**config.mk**
```make
export PLATFORM = sky130hd
export DESIGN_NAME = cnn_train_scheduler
export DESIGN_NICKNAME = d
export VERILOG_FILES = /design/src/rtl/cnn_train_scheduler.sv
export SDC_FILE = /design/constraint.sdc
export NUM_CORES = 1
export LEC_CHECK = 0
export BUFFER_PORTS_ARGS = -buffer_cell sky130_fd_sc_hd__buf_4
export CAP_MARGIN = 10
export CORE_ASPECT_RATIO = 0.75
export CORE_UTILIZATION = 57
export CTS_CLUSTER_SIZE = 10
export DETAILED_ROUTE_END_ITERATION = 10
export PLACE_DENSITY = 0.86
export SYNTH_ARGS = -nofsm -noshare
export SYNTH_HDL_FRONTEND = slang
export SYNTH_SLANG_ARGS = --single-unit
```
**constraint.sdc**
```tcl
create_clock -name clk -period 2.9 [get_ports clk]
set_input_delay 0.145 -clock clk [delete_from_list [all_inputs] [get_ports clk]]
set_output_delay 0.145 -clock clk [all_outputs]
set_load 0.01 [all_outputs]
```
**src/rtl/cnn_train_scheduler.sv**
```systemverilog
// cnn_train_scheduler: steps cnn_top through every image of every epoch,
// tracking per-epoch accuracy and guarding each pass with a timeout.
module cnn_train_scheduler #(
    parameter int NUM_IMAGES     = 1000,
    parameter int FCL_OUTPUT_DIM = 10,
    parameter int EPOCH_W        = 8,
    parameter int SETTLE_CYCLES  = 2,
    parameter int TIMEOUT_CYCLES = 4096
) (
    input  logic                              clk,
    input  logic                              reset,
    input  logic                              start,
    input  logic [EPOCH_W-1:0]                num_epochs,
    input  logic                              train_mode,
    input  logic                              pause,
    input  logic                              abort,
    output logic [$clog2(NUM_IMAGES)-1:0]     img_index,
    output logic                              cnn_start,
    output logic                              cnn_train,
    input  logic                              cnn_done,
    input  logic [$clog2(FCL_OUTPUT_DIM)-1:0] pred_class,
    input  logic [$clog2(FCL_OUTPUT_DIM)-1:0] label_class,
    output logic                              busy,
    output logic [EPOCH_W-1:0]                epoch,
    output logic                              epoch_done,
    output logic [$clog2(NUM_IMAGES+1)-1:0]   last_epoch_correct,
    output logic                              done,
    output logic                              error
);
    localparam int IW = $clog2(NUM_IMAGES);
    localparam int CW = $clog2(NUM_IMAGES + 1);
    localparam int SW = $clog2(SETTLE_CYCLES + 1);
    localparam int TW = $clog2(TIMEOUT_CYCLES);
    localparam logic [IW-1:0]      LAST_IDX    = IW'(NUM_IMAGES - 1);
    localparam logic [SW-1:0]      SETTLE_LAST = SW'(SETTLE_CYCLES - 1);
    localparam logic [TW-1:0]      TIMER_LAST  = TW'(TIMEOUT_CYCLES - 1);
    localparam logic [EPOCH_W-1:0] EP_ONE      = EPOCH_W'(1);

    typedef enum logic [2:0] {
        S_IDLE,
        S_SETTLE,
        S_ISSUE,
        S_WAIT,
        S_ADVANCE,
        S_FINISH
    } state_t;

    state_t r_state;
    state_t w_next;

    logic [IW-1:0]      r_index;
    logic [EPOCH_W-1:0] r_epoch;
    logic [EPOCH_W-1:0] r_num_epochs;
    logic [CW-1:0]      r_correct;
    logic [CW-1:0]      r_last_correct;
    logic [SW-1:0]      r_settle;
    logic [TW-1:0]      r_timer;
    logic               r_train;
    logic               r_error;
    logic               r_cnn_start;
    logic               r_epoch_done;
    logic               r_done;

    logic w_last_img;
    logic w_last_ep;
    logic w_settled;
    logic w_timeout;
    logic w_hit;
    logic w_cnn_start;
    logic w_epoch_done;
    logic w_done;

    assign w_last_img = (r_index == LAST_IDX);
    assign w_last_ep  = (r_epoch == r_num_epochs - EP_ONE);
    assign w_settled  = !pause && (r_settle == SETTLE_LAST);
    assign w_timeout  = (r_timer == TIMER_LAST);
    assign w_hit      = (pred_class == label_class);

    always_ff @(posedge clk) begin
        if (!reset) begin
            r_state <= S_IDLE;
        end else begin
            r_state <= w_next;
        end
    end

    always_comb begin
        w_next = r_state;
        unique case (r_state)
            S_IDLE: begin
                if (start) begin
                    w_next = (num_epochs == '0) ? S_FINISH : S_SETTLE;
                end
            end
            S_SETTLE: begin
                if (abort)          w_next = S_FINISH;
                else if (w_settled) w_next = S_ISSUE;
            end
            S_ISSUE: begin
                w_next = abort ? S_FINISH : S_WAIT;
            end
            S_WAIT: begin
                if (abort)          w_next = S_FINISH;
                else if (cnn_done)  w_next = S_ADVANCE;
                else if (w_timeout) w_next = S_FINISH;
            end
            S_ADVANCE: begin
                if (abort)                        w_next = S_FINISH;
                else if (w_last_img && w_last_ep) w_next = S_FINISH;
                else                              w_next = S_SETTLE;
            end
            S_FINISH: begin
                w_next = S_IDLE;
            end
            default: begin
                w_next = S_IDLE;
            end
        endcase
    end

    always_comb begin
        w_cnn_start  = 1'b0;
        w_epoch_done = 1'b0;
        w_done       = 1'b0;
        unique case (r_state)
            S_ISSUE:   w_cnn_start  = !abort;
            S_ADVANCE: w_epoch_done = !abort && w_last_img;
            S_FINISH:  w_done       = 1'b1;
            default:   w_done       = 1'b0;
        endcase
    end

    // Pulses are registered so they reach cnn_top glitch-free.
    always_ff @(posedge clk) begin
        if (!reset) begin
            r_index        <= '0;
            r_epoch        <= '0;
            r_num_epochs   <= '0;
            r_correct      <= '0;
            r_last_correct <= '0;
            r_settle       <= '0;
            r_timer        <= '0;
            r_train        <= 1'b0;
            r_error        <= 1'b0;
            r_cnn_start    <= 1'b0;
            r_epoch_done   <= 1'b0;
            r_done         <= 1'b0;
        end else begin
            r_cnn_start  <= w_cnn_start;
            r_epoch_done <= w_epoch_done;
            r_done       <= w_done;
            r_settle     <= '0;
            unique case (r_state)
                S_IDLE: begin
                    if (start) begin
                        r_num_epochs <= num_epochs;
                        r_train      <= train_mode;
                        r_error      <= 1'b0;
                        r_index      <= '0;
                        r_epoch      <= '0;
                        r_correct    <= '0;
                    end
                end
                S_SETTLE: begin
                    r_settle <= pause ? r_settle : r_settle + 1'b1;
                end
                S_ISSUE: begin
                    r_timer <= '0;
                end
                S_WAIT: begin
                    if (!abort) begin
                        if (cnn_done) begin
                            r_correct <= r_correct + CW'(w_hit);
                        end else if (w_timeout) begin
                            r_error <= 1'b1;
                        end else begin
                            r_timer <= r_timer + 1'b1;
                        end
                    end
                end
                S_ADVANCE: begin
                    if (!abort) begin
                        if (!w_last_img) begin
                            r_index <= r_index + 1'b1;
                        end else begin
                            r_last_correct <= r_correct;
                            r_correct      <= '0;
                            if (!w_last_ep) begin
                                r_epoch <= r_epoch + EP_ONE;
                                r_index <= '0;
                            end
                        end
                    end
                end
                default: begin
                    r_timer <= r_timer;
                end
            endcase
        end
    end

    assign img_index          = r_index;
    assign cnn_start          = r_cnn_start;
    assign cnn_train          = r_train;
    assign busy               = (r_state != S_IDLE);
    assign epoch              = r_epoch;
    assign epoch_done         = r_epoch_done;
    assign last_epoch_correct = r_last_correct;
    assign done               = r_done;
    assign error              = r_error;

endmodule

```
# Word-level counts from Yosys, hierarchy flattened
# Cells that the tools add are included.
dict set report word_totals {
  elab_cells 101
  in_bits 23
  ff_bits 68
}
dict set report op_classes {
  n_eq_ne 22
  muxes 36
  n_addsub 6
  n_reduce_logical 23
  bitwise_logic 1
}
# operator count
set op_table {}
lappend op_table {{two-way mux 10 bit} 8}
lappend op_table {{two-way mux 12 bit} 3}
lappend op_table {{two-way mux 8 bit} 4}
lappend op_table {{two-way mux 3 bit} 10}
lappend op_table {{one-hot mux 10 bit (3 select lines)} 1}
lappend op_table {{one-hot mux 12 bit (2 select lines)} 1}
lappend op_table {{one-hot mux 10 bit (2 select lines)} 1}
lappend op_table {{inequality test 2 bit (second input constant)} 9}
lappend op_table {{one-hot mux 8 bit (2 select lines)} 1}
lappend op_table {{one-hot mux 3 bit (5 select lines)} 1}
lappend op_table {{adder 12 x 1 -> 12 bit (second input constant)} 1}
lappend op_table {{== test 12 bit (second input constant)} 1}
lappend op_table {{adder 10 x 1 -> 10 bit} 1}
lappend op_table {{adder 10 x 1 -> 10 bit (second input constant)} 1}
lappend op_table {{== test 10 bit (second input constant)} 1}
lappend op_table {{AND reduction 5 bit} 2}
lappend op_table {{adder 8 x 1 -> 8 bit (second input constant)} 1}
lappend op_table {{== test 8 bit} 1}
lappend op_table {{logical NOT 8 bit} 1}
lappend op_table {{AND reduction 2 bit} 4}
lappend op_table {{AND reduction 4 bit} 2}
lappend op_table {{subtractor 8 x 1 -> 8 bit (second input constant)} 1}
lappend op_table {{== test 3 x 2 -> 1 bit (second input constant)} 2}
lappend op_table {{== test 3 bit (second input constant)} 2}
lappend op_table {{other kinds (16)} 28}

# Longest topological paths before layout
# Gate-level depths: netlist of run 1.
dict set report logic_depth {
  word_depth 6
  mapped_depth 11
  depth_no_buf 8
}

# Worst setup path before layout of run 1
# Ideal clock, no wire load.
dict set report synth_path {
  path_type {reg-to-reg}
  startpoint {reg r_num_epochs[0]}
  endpoint {reg r_index[0], in the netlist img_index[0]}
  setup_time_ns 0.070
  path_buffers 3
  period_less_slack_ns 2.510
  stages_incl_launch_ff 12
  path_slack_ns 0.390
  arrival_time_ns 2.439
  t_required_ns 2.830
  cell_sequence {dfxtp_1 > clkbuf_1 > inv_1 > ha_1 > clkbuf_1 > o21bai_1 > a2111oi_0 > a311o_1 > o2111ai_1 > a21o_1 > clkbuf_1 > a21oi_1}
}
dict set report synth_via {
  elab_chain_len 4
}
# item line
set synth_rtl {}
lappend synth_rtl {{start, declared} 53} ;# logic [EPOCH_W-1:0] r_num_epochs;
lappend synth_rtl {{start signal, assigned} 156} ;# r_num_epochs <= num_epochs;
lappend synth_rtl {{subtractor 8 x 1 -> 8 bit} 74} ;# assign w_last_ep = (r_epoch == r_num_epochs - EP_ONE);
lappend synth_rtl {{== test 8 bit} 74}
lappend synth_rtl {{inequality test 3 bit (no source line)} --}
lappend synth_rtl {{AND reduction 4 bit (no source line)} --}
lappend synth_rtl {{end signal, assigned} 184} ;# r_index <= r_index + 1'b1;
lappend synth_rtl {{end, declared} 51} ;# logic [IW-1:0] r_index;
# Every way passes these cells.
# A chain may end at the register's enable or synchronous reset.

# Final worst setup path of run 1
dict set report layout_path {
  startpoint {reg r_num_epochs[1]}
  endpoint {reg r_index[8], in the netlist img_index[8]}
}
# Same word-level chain as after synthesis.

==> results of run 1 <==
[final timing paths]
check,start,endpoint,slack (ns)
max,r_num_epochs[1],img_index[8],0.32
min,num_epochs[2],r_num_epochs[2],0.06
max reg2reg,r_num_epochs[1],img_index[8],0.32
min reg2reg,last_epoch_correct[7],last_epoch_correct[7],0.47
[routing by layer]
metal | up-vias | share of wire | global-route usage
li1 | 1627 | - | -
met1 | 1536 | 0.45 | 0.325
met2 | 104 | 0.48 | 0.417
met3 | 17 | 0.054 | 0.0643
met4 | 0 | 0.017 | 0.0940
met5 | - | 0 | 0
[through the flow]
| stage | power (mW) | hold WS (ns) |
|---|---|---|
| finish | 2.10 | 0.0557 |
| detailed placement | 1.43 | 0.420 |
| global route | 2.20 | 0.0610 |
| floorplan | 1.32 | 0.282 |
| global placement | 1.42 | 0.410 |
| CTS | 2.11 | 0.0486 |
[sequential cells by signal (all words and copies together) (netlist names), 2 cells and up]
signal,flops
epoch,8
r_timer,12
r_correct,10
r_num_epochs,8
img_index,10
last_epoch_correct,10
r_state,3
r_settle,2
[placed cells by master (no fill, tap or decap), types with 3 or more instances in the layout]
| cell | netlist | routed |
|---|---|---|
| nor2_1 | 35 | 35 |
| nand3_1 | 15 | 15 |
| a31oi_1 | 3 | 3 |
| buf_4 | 0 | 59 |
| or3_1 | 9 | 9 |
| a21boi_0 | 21 | 21 |
| nor3_1 | 8 | 8 |
| a21oi_1 | 21 | 21 |
| and2_1 | 9 | 9 |
| nor4_1 | 5 | 5 |
| nand4_1 | 13 | 13 |
| o31ai_1 | 10 | 10 |
| nand2b_1 | 5 | 5 |
| nand2_1 | 59 | 59 |
| xor2_1 | 24 | 24 |
| dfxtp_1 | 68 | 67 |
| clkbuf_8 | 0 | 10 |
| xnor2_1 | 9 | 9 |
| inv_1 | 9 | 9 |
| and4_1 | 4 | 4 |
| or4_1 | 8 | 8 |
| mux2i_1 | 3 | 3 |
| nor2b_1 | 5 | 5 |
| ha_1 | 7 | 7 |
| a211oi_1 | 4 | 4 |
| o21ai_1 | 6 | 6 |
| o21ai_0 | 9 | 9 |
| and3_1 | 8 | 8 |
[cells by family (layout without fill, tap and decap cells)]
logic type | after synthesis | in the layout | synth area share
fa+ha+maj | 7 | 7 | 0.0246
compound gates | 92 | 92 | 0.176
buf+inv | 32 | 84 | 0.0404
mux | 4 | 4 | 0.0116
flops | 68 | 68 | 0.382
xor+xnor | 33 | 33 | 0.0812
simple gates | 194 | 194 | 0.283
[power by group]
| part | internal (mW) | switching (mW) | total, mW |
|---|---|---|---|
| sequential | 0.963 | 0.0553 | 1.02 |
| clock | 0.331 | 0.352 | 0.683 |
| combinational | 0.171 | 0.230 | 0.401 |
[tightest hold or removal path, cell delays in order]
cell and delay, ns:
buf_4 0.11, nand2_1 0.04, a21boi_0 0.06
[cell type report]
class                           count  area (sq um)  area share
Sequential cell                    68          1360       0.327
Inverter                            9          33.8     0.00812
Clock inverter                      4          25.0     0.00601
Timing Repair Buffer               59           443       0.106
Tap cell                           78          97.6      0.0234
Multi-Input combinational cell    330          2060       0.494
Clock buffer                       12           145      0.0349
==> key figures, run 1 <==
Die
  – Die width: 93.3 microns
  – Standard-cell rows: 24
  – Die ar.: 6570 sq um
  – Core area: 5920 sq um
  – Initial Util: 0.602
  – Num ports: 57
  – Chip height: 70.4 microns

Critical path
  – CP Capture Type: flip-flop
  – Worst path slowest cell: dfxtp_1
  – Crit Path Category: flip-flop to flip-flop
  – Cell family with most CP delay: compound AO/OA/AOI/OAI gates
  – Critical path depth: 8
  – Critical path peak fanout: 9
  – Worst Path Required: 3.17 ns
  – CP Buf/Inv Count: 1
  – Crit path cell chain: inv_1 > ha_1 > o21bai_1 > a2111oi_0 > a311o_1 > o2111ai_1 > a21o_2 > a21oi_1
  – WP data arrival: 2.86 ns
  – Worst Reg-to-Reg Cells: 8
  – CP startpoint kind: flip-flop
  – CP peak stage delay: 0.47 ns

Final layout
  – # fillers: 458
  – Final Net Count: 507
  – Layout Cells excl Fill: 560
  – Diodes inserted: 0
  – Layout Area Growth over Synthesis: 16.9%
  – Layout Utilization: 0.704
  – Proportion of layout cells with a drive suffix above 1: 0.180
  – Post-route cell area: 4160 sq um

Logic synthesis
  – Asr flop ratio synth: 0
  – Synth unique cells: 56
  – Ys Warns: 0
  – Syn Area/Cell: 8.28 sq um
  – Synth top cells by count: dfxtp_1 (68), nand2_1 (59), nor2_1 (35)
  – Top cell type's share of synthesized area: 0.382
  – Post-synth EDFFs: 0
  – Yosys top cell by area: dfxtp_1
  – Synthesis-stage register bit count: 68
  – Synth area leaders: dfxtp_1 (38%), nand2_1 (6.2%), xor2_1 (5.9%), a21boi_0 (4.4%), nor2_1 (3.7%)
  – Top-count cell post-synth: dfxtp_1
  – Syn nets: 460
  – Mapped Cells: 430
  – Sequential cell area fraction in the yosys report: 0.382
  – Main synth FF type: dfxtp_1
  – Synthesized area: 3560 sq um

Placed design
  – Placed insts: 544
  – Placer Congestion: 0.810
  – Port bufs: 56
  – Pre-CTS WS: 0.298 ns
  – HPWL Detailed: 5.81 mm
  – Placed Area: 3990 sq um

Drt
  – Via-to-Cell Ratio: 5.86
  – Via Count: 3284
  – 1st-pass router iterations: 5
  – Post-DRT Antenna Nets: 0
  – DRT iter0 DRCs: 219
  – Drt drc: 0
  – Aggregate routed wire length: 8.13 mm
  – WL per Instance: 14.5 microns

Power
  – Pleak: 1.57 nW
  – Power Density: 505 nW/um^2
  – VDD IR max: 310 uV

Clock network
  – Post-CTS setup buffers: 0
  – H-Tree Level Count: 3
  – Worst-path clk slew: 0.08 ns
  – CTS resizes: 0
  – TritonCTS clock tree: yes
  – Clk buf depth: 2
  – Worst-Skew Late Latency: 0.34 ns
  – CTS Hold Buffers Added: 0
  – Clock root cell: clkbuf_8
  – Clock sink count: 68
  – CTS Buf Count: 9

Timing
  – Worst-margin pin slew: 0.824 ns
  – RSZ-0062 raised after global routing: false
  – Final hold vios: 0
  – Final worst slack: 0.316 ns
  – Total negative setup slack: 0 ns
  – Fmax: 387 MHz
  – Max-slew violations: 0
  – Skew final: 0.00877 ns
  – Max transition margin: 0.447
  – Final Cycle Share: 0.891
  – Setup-failing EPs final: 0
  – Final worst path period need: 2.58 ns

Global route
  – Grt total ovfl: 0
  – Vias in the first global route: 2949
  – First-pass GRT wire length: 13.4 mm
  – Total Routing Usage GR: 0.256
  – Antenna violations before repair: 0
  – Pin count of the biggest net entering global routing: 34

Min path
  – Hold path depth: 3
  – Worst hold path type: input port to flip-flop

Job
  – Max Cap Violations: 0

Run status
  – Status: finished clean
(Power assumes the default switching activity.)
==> run 2, diff against run 1 <==
- CTS_BUF_LIST: default -> sky130_fd_sc_hd__clkbuf_4 sky130_fd_sc_hd__clkbuf_8 sky130_fd_sc_hd__clkbuf_16
==> run 2 against run 1 <==
Power grew 0.90%. Final area rose by 0.18%. Combinational power about the same. Global-route usage rose by 0.092 points. First-iteration DRC count shrank 15%. Via count hardly changed. Register-to-register slack is essentially flat. Sequential power is essentially flat. Critical path depth unchanged. Largest cell class unchanged.
==> key figures, run 2 (synthesis gave the netlist of run 1 again) <==
Run status
  – Status: finished clean (unchanged)

Critical path
  – Reg2reg start: r_num_epochs[1] (unchanged)
  – Worst Reg-to-Reg Cells: 8 (unchanged)
  – CP Capture Type: flip-flop (unchanged)
  – WP data arrival: 2.85 ns (was 2.86 ns)
  – R2R Path End: img_index[8] (unchanged)
  – Crit Path Category: flip-flop to flip-flop (unchanged)
  – Worst Path Required: 3.18 ns (was 3.17 ns)
  – Reg-to-reg slack, setup: 0.33 ns (was 0.32 ns)
  – CP startpoint kind: flip-flop (unchanged)
  – Critical path peak fanout: 9 (unchanged)

Min path
  – Worst hold endpoint: r_num_epochs[2] (unchanged)
  – Hold path depth: 3 (unchanged)
  – Hold Startpoint: num_epochs[2] (unchanged)
  – Worst hold path type: input port to flip-flop (unchanged)

Global route
  – Pin count of the biggest net entering global routing: 34 (unchanged)
  – Grt total ovfl: 0 (unchanged)
  – Antenna violations before repair: 0 (unchanged)
  – Vias in the first global route: 2952 (was 2949)
  – First-pass GRT wire length: 13.4 mm (about the same)
  – Total Routing Usage GR: 0.257 (was 0.256)

Clock network
  – CTS resizes: 0 (unchanged)
  – H-Tree Level Count: 3 (unchanged)
  – Clock sink count: 68 (unchanged)
  – Clock root cell: clkbuf_8 (unchanged)
  – Worst-Skew Late Latency: 0.35 ns (was 0.34 ns)
  – Clk buf depth: 2 (unchanged)
  – Post-CTS setup buffers: 0 (unchanged)
  – CTS Buf Count: 9 (unchanged)
  – CTS Hold Buffers Added: 0 (unchanged)
  – Worst-path clk slew: 0.08 ns (about the same)
  – TritonCTS clock tree: yes (unchanged)

Die
  – Initial Util: 0.602 (unchanged)
  – Die width: 93.3 microns (unchanged)
  – Core area: 5920 sq um (unchanged)
  – Standard-cell rows: 24 (unchanged)
  – Die ar.: 6570 sq um (unchanged)
  – Chip height: 70.4 microns (unchanged)
  – Num ports: 57 (unchanged)

Final layout
  – Layout Utilization: 0.705 (was 0.704)
  – Diodes inserted: 0 (unchanged)
  – Final Net Count: 507 (unchanged)
  – Most frequent cells in the layout: dfxtp_1 (67), nand2_1 (59), buf_4 (59) (unchanged)
  – Top register by number of flip-flops: r_timer (unchanged)
  – Layout Cells excl Fill: 560 (unchanged)
  – Proportion of layout cells with a drive suffix above 1: 0.185 (was 0.180)
  – Most common cell after layout, fill and taps aside: dfxtp_1 (unchanged)
  – Largest register FFs: 12 (unchanged)
  – Layout Area Growth over Synthesis: 17.2% (was 16.9%)
  – # fillers: 458 (unchanged)

Drt
  – WL per Instance: 14.5 microns (about the same)
  – Drt drc: 0 (unchanged)
  – Post-DRT Antenna Nets: 0 (unchanged)
  – Via Count: 3283 (was 3284)
  – DRT iter0 DRCs: 187 (was 219)
  – 1st-pass router iterations: 5 (unchanged)
  – Via-to-Cell Ratio: 5.86 (about the same)
  – Aggregate routed wire length: 8.12 mm (was 8.13 mm)

Timing
  – Max-slew violations: 0 (unchanged)
  – Final worst path period need: 2.57 ns (was 2.58 ns)
  – Skew final: 0.00964 ns (was 0.00877 ns)
  – Final hold vios: 0 (unchanged)
  – Fmax: 389 MHz (was 387 MHz)
  – Worst-margin pin slew: 0.834 ns (was 0.824 ns)
  – Setup-failing EPs final: 0 (unchanged)
  – Total negative setup slack: 0 ns (unchanged)
  – Max transition margin: 0.441 (was 0.447)
  – Final Cycle Share: 0.887 (was 0.891)
  – RSZ-0062 raised after global routing: false (unchanged)

Power
  – VDD IR max: 309 uV (was 310 uV)
  – Pleak: 1.58 nW (was 1.57 nW)
  – Power Density: 509 nW/um^2 (was 505 nW/um^2)

Placed design
  – Placed insts: 544 (unchanged)
  – Placer Congestion: 0.810 (unchanged)
  – HPWL Detailed: 5.81 mm (unchanged)
  – Port bufs: 56 (unchanged)

Job
  – Max Cap Violations: 0 (unchanged)
==> run 2: cell counts in the layout (fill, tap and decap cells not counted) <==
No cell type changed its count.
==> run 2: power breakdown <==
part | switching (mW) | internal [mW]
clock | 0.354 | 0.350
combinational | 0.228 | 0.171
sequential | 0.0551 | 0.963
==> run 2: metal layers <==
metal / share of wire / GRT usage / up-vias
met2: 0.48 / 0.421 / 98
met5: 0 / 0 / -
met3: 0.050 / 0.0632 / 17
met4: 0.017 / 0.0906 / 0
li1: - / - / 1625
met1: 0.46 / 0.327 / 1543
==> run 2: per-stage QoR <==
step	total power, mW	area, sq um	hold slack (ns)	setup slack (ns)
2_1_floorplan	1.32	3560	0.282	0.390
3_3_place_gp	1.42	3990	0.410	0.411
3_5_place_dp	1.43	3990	0.420	0.298
4_1_cts	2.13	4170	0.0486	0.260
5_1_grt	2.22	4170	0.0610	0.0635
6_report	2.12	4170	0.0533	0.326
==> run 2: worst max path at each step <==
stage / cells after the start / slack [ns] / start / endpoint
6_report: 8 / 0.33 / r_num_epochs[1] / img_index[8]
3_3_place_gp: 8 / 0.41 / r_num_epochs[0] / img_index[3]
3_5_place_dp: 8 / 0.30 / r_num_epochs[0] / img_index[8]
5_1_grt: 8 / 0.06 / r_num_epochs[1] / img_index[8]
2_1_floorplan: 11 / 0.39 / r_num_epochs[0] / img_index[0]
4_1_cts: 8 / 0.26 / r_num_epochs[0] / img_index[8]
==> run 2: layout make-up <==
type | instances | area [sq um] | area share
inverters | 9 | 33.8 | 0.00810
well taps | 78 | 97.6 | 0.0234
multi-input cells | 330 | 2060 | 0.493
clock buffers | 12 | 153 | 0.0366
repair buffers | 59 | 443 | 0.106
flip-flops and latches | 68 | 1360 | 0.327
clock inverters | 4 | 25.0 | 0.00600
==> run 2: critical path: stages, from the launching register on <==
cell and delay, ns:
dfxtp_1 0.47, inv_1 0.08, ha_1 0.30, o21bai_1 0.20
a2111oi_0 0.42, a311o_1 0.23, o2111ai_1 0.29, a21o_2 0.38
a21oi_1 0.14
==> run 3, diff against run 2 <==
- PLACE_DENSITY: 0.86 -> 0.81
==> run 3 against run 2 <==
Die area stayed put. Hold slack improved by 0.0020 ns. Wire length decreased by 0.52%. Fmax fell by 2.8%. Global-route usage grew 0.59 points. Largest power group unchanged. Largest cell class unchanged. Clock skew grew 0.00067 ns. First-iteration DRC count fell by 14%. Final cell count did not move. Critical endpoint is now img_index[2].
==> key figures, run 3 (synthesis gave the netlist of run 1 again) <==
Timing
  – Max-slew violations: 0 (unchanged)
  – Skew final: 0.0103 ns (was 0.00964 ns)
  – Final Cycle Share: 0.913 (was 0.887)
  – Worst-margin pin slew: 0.813 ns (was 0.834 ns)
  – Final worst path period need: 2.65 ns (was 2.57 ns)
  – Max transition margin: 0.454 (was 0.441)
  – Fmax: 378 MHz (was 389 MHz)
  – RSZ-0062 raised after global routing: false (unchanged)
  – Total negative setup slack: 0 ns (unchanged)
  – Final hold vios: 0 (unchanged)
  – Setup-failing EPs final: 0 (unchanged)

Drt
  – Drt drc: 0 (unchanged)
  – Via-to-Cell Ratio: 5.79 (was 5.86)
  – 1st-pass router iterations: 4 (was 5)
  – Aggregate routed wire length: 8.08 mm (was 8.12 mm)
  – WL per Instance: 14.4 microns (was 14.5 microns)
  – Post-DRT Antenna Nets: 0 (unchanged)
  – DRT iter0 DRCs: 160 (was 187)
  – Via Count: 3242 (was 3283)

Clock network
  – Clock root cell: clkbuf_8 (unchanged)
  – Clock sink count: 68 (unchanged)
  – Worst-Skew Late Latency: 0.35 ns (about the same)
  – CTS Hold Buffers Added: 0 (unchanged)
  – CTS resizes: 0 (unchanged)
  – CTS Buf Count: 9 (unchanged)
  – Worst-path clk slew: 0.07 ns (was 0.08 ns)
  – Clk buf depth: 2 (unchanged)
  – Post-CTS setup buffers: 0 (unchanged)
  – TritonCTS clock tree: yes (unchanged)
  – H-Tree Level Count: 3 (unchanged)

Global route
  – Top Usage Layer GRT: met2 (unchanged)
  – Met1 usage: 0.351 (was 0.327)
  – Vias in the first global route: 2924 (was 2952)
  – Grt total ovfl: 0 (unchanged)
  – Grt met2 use: 0.415 (was 0.421)
  – Antenna violations before repair: 0 (unchanged)
  – Pin count of the biggest net entering global routing: 34 (unchanged)
  – First-pass GRT wire length: 13.5 mm (was 13.4 mm)
  – Met3 Usage GRT: 0.0752 (was 0.0632)
  – Total Routing Usage GR: 0.263 (was 0.257)

Die
  – Core area: 5920 sq um (unchanged)
  – Standard-cell rows: 24 (unchanged)
  – Die width: 93.3 microns (unchanged)
  – Die ar.: 6570 sq um (unchanged)
  – Initial Util: 0.602 (unchanged)
  – Num ports: 57 (unchanged)
  – Chip height: 70.4 microns (unchanged)

Placed design
  – Placed Area: 3990 sq um (unchanged)
  – Placed insts: 544 (unchanged)
  – Placer Congestion: 0.891 (was 0.810)
  – Port bufs: 56 (unchanged)
  – HPWL Detailed: 5.86 mm (was 5.81 mm)

Power
  – Cell-internal power: 1.58 mW (was 1.48 mW)
  – Flop pwr share: 0.456 (was 0.480)
  – Pleak: 1.59 nW (was 1.58 nW)
  – Comb pwr share: 0.180 (was 0.188)
  – Psw: 0.652 mW (was 0.637 mW)
  – Clock network power share: 0.364 (was 0.332)
  – Sw frac: 0.292 (was 0.300)
  – VDD IR max: 298 uV (was 309 uV)
  – Power Density: 531 nW/um^2 (was 509 nW/um^2)

Final layout
  – Most frequent cells in the layout: dfxtp_1 (68), nand2_1 (59), buf_4 (59) (was dfxtp_1 (67), nand2_1 (59), buf_4 (59))
  – Most common cell after layout, fill and taps aside: dfxtp_1 (unchanged)
  – Diodes inserted: 0 (unchanged)
  – Layout Area Growth over Synthesis: 18.0% (was 17.2%)
  – Proportion of layout cells with a drive suffix above 1: 0.180 (was 0.185)
  – # fillers: 473 (was 458)
  – Final Net Count: 507 (unchanged)
  – Top register by number of flip-flops: r_timer (unchanged)
  – Largest register FFs: 12 (unchanged)
  – Post-route cell area: 4200 sq um (was 4170 sq um)
  – Layout Cells excl Fill: 560 (unchanged)

Job
  – Max Cap Violations: 0 (unchanged)

Critical path
  – CP Capture Type: flip-flop (unchanged)
  – Reg-to-reg slack, setup: 0.25 ns (was 0.33 ns)
  – CP startpoint kind: flip-flop (unchanged)
  – Worst Path Required: 3.17 ns (was 3.18 ns)
  – WP data arrival: 2.92 ns (was 2.85 ns)
  – Crit Path Category: flip-flop to flip-flop (unchanged)
  – Critical path peak fanout: 9 (unchanged)

Min path
  – Worst hold path type: input port to flip-flop (unchanged)

Run status
  – Status: finished clean (unchanged)
[run 3: cell count changes in the layout (fill, tap and decap cells not counted)]
cell       change
a21o_2         -1
bufinv_16      +1
clkbuf_8       +1
clkbuf_4       -2
dfxtp_2        -1
clkinv_2       -1
dfxtp_1        +1
inv_6          +1
a21o_1         +1
[run 3: worst paths after layout]
kind                            depth (start not counted)             startpoint                    end
worst max-delay path                                    8        r_num_epochs[0]           img_index[2]
worst min-delay path                                    3             train_mode              cnn_train
worst max register to register                          8        r_num_epochs[0]           img_index[2]
worst min register to register                          2  last_epoch_correct[0]  last_epoch_correct[0]
[run 3: per-layer routing]
layer  vias up  wire, microns
li1       1620              -
met3         4            340
met5         -              0
met2        84           3780
met1      1534           3920
met4         0             31
[run 3: area by class of cell]
cell class	instances	area [sq um]	share of cell area
clock inverter	5	58.8	0.0140
tap	78	97.6	0.0232
timing repair buffer	59	443	0.105
sequential	68	1360	0.324
multi-input combinational	330	2050	0.489
clock buffer	11	151	0.0360
inverter	9	33.8	0.00804
[run 3: stage by stage]
stage	total power [mW]	hold slack [ns]	worst slack [ns]	util
after CTS	2.24	0.0446	0.277	0.710
after global routing	2.34	0.0504	0.105	0.710
final	2.23	0.0553	0.251	0.710
after floorplan	1.32	0.282	0.390	-
after detailed placement	1.43	0.413	0.312	0.674
after global placement	1.42	0.407	0.422	0.674
[run 3: worst max-delay path, stage by stage, from the launching register on]
cell and delay (ns):
dfxtp_1 0.49, inv_1 0.08, ha_1 0.31, o21bai_1 0.20, a2111oi_0 0.41, a311o_1 0.22
o2111ai_1 0.31, a21o_1 0.39, a21oi_1 0.17
[run 3: power by group through the flow]
stage / Sequential [mW] / Clock (mW) / Combinational (mW)
2_1_floorplan: 1.01 / 0 / 0.310
3_3_place_gp: 1.04 / 0 / 0.388
4_1_cts: 1.02 / 0.824 / 0.398
3_5_place_dp: 1.04 / 0 / 0.394
5_1_grt: 1.02 / 0.871 / 0.445
6_report: 1.02 / 0.812 / 0.401
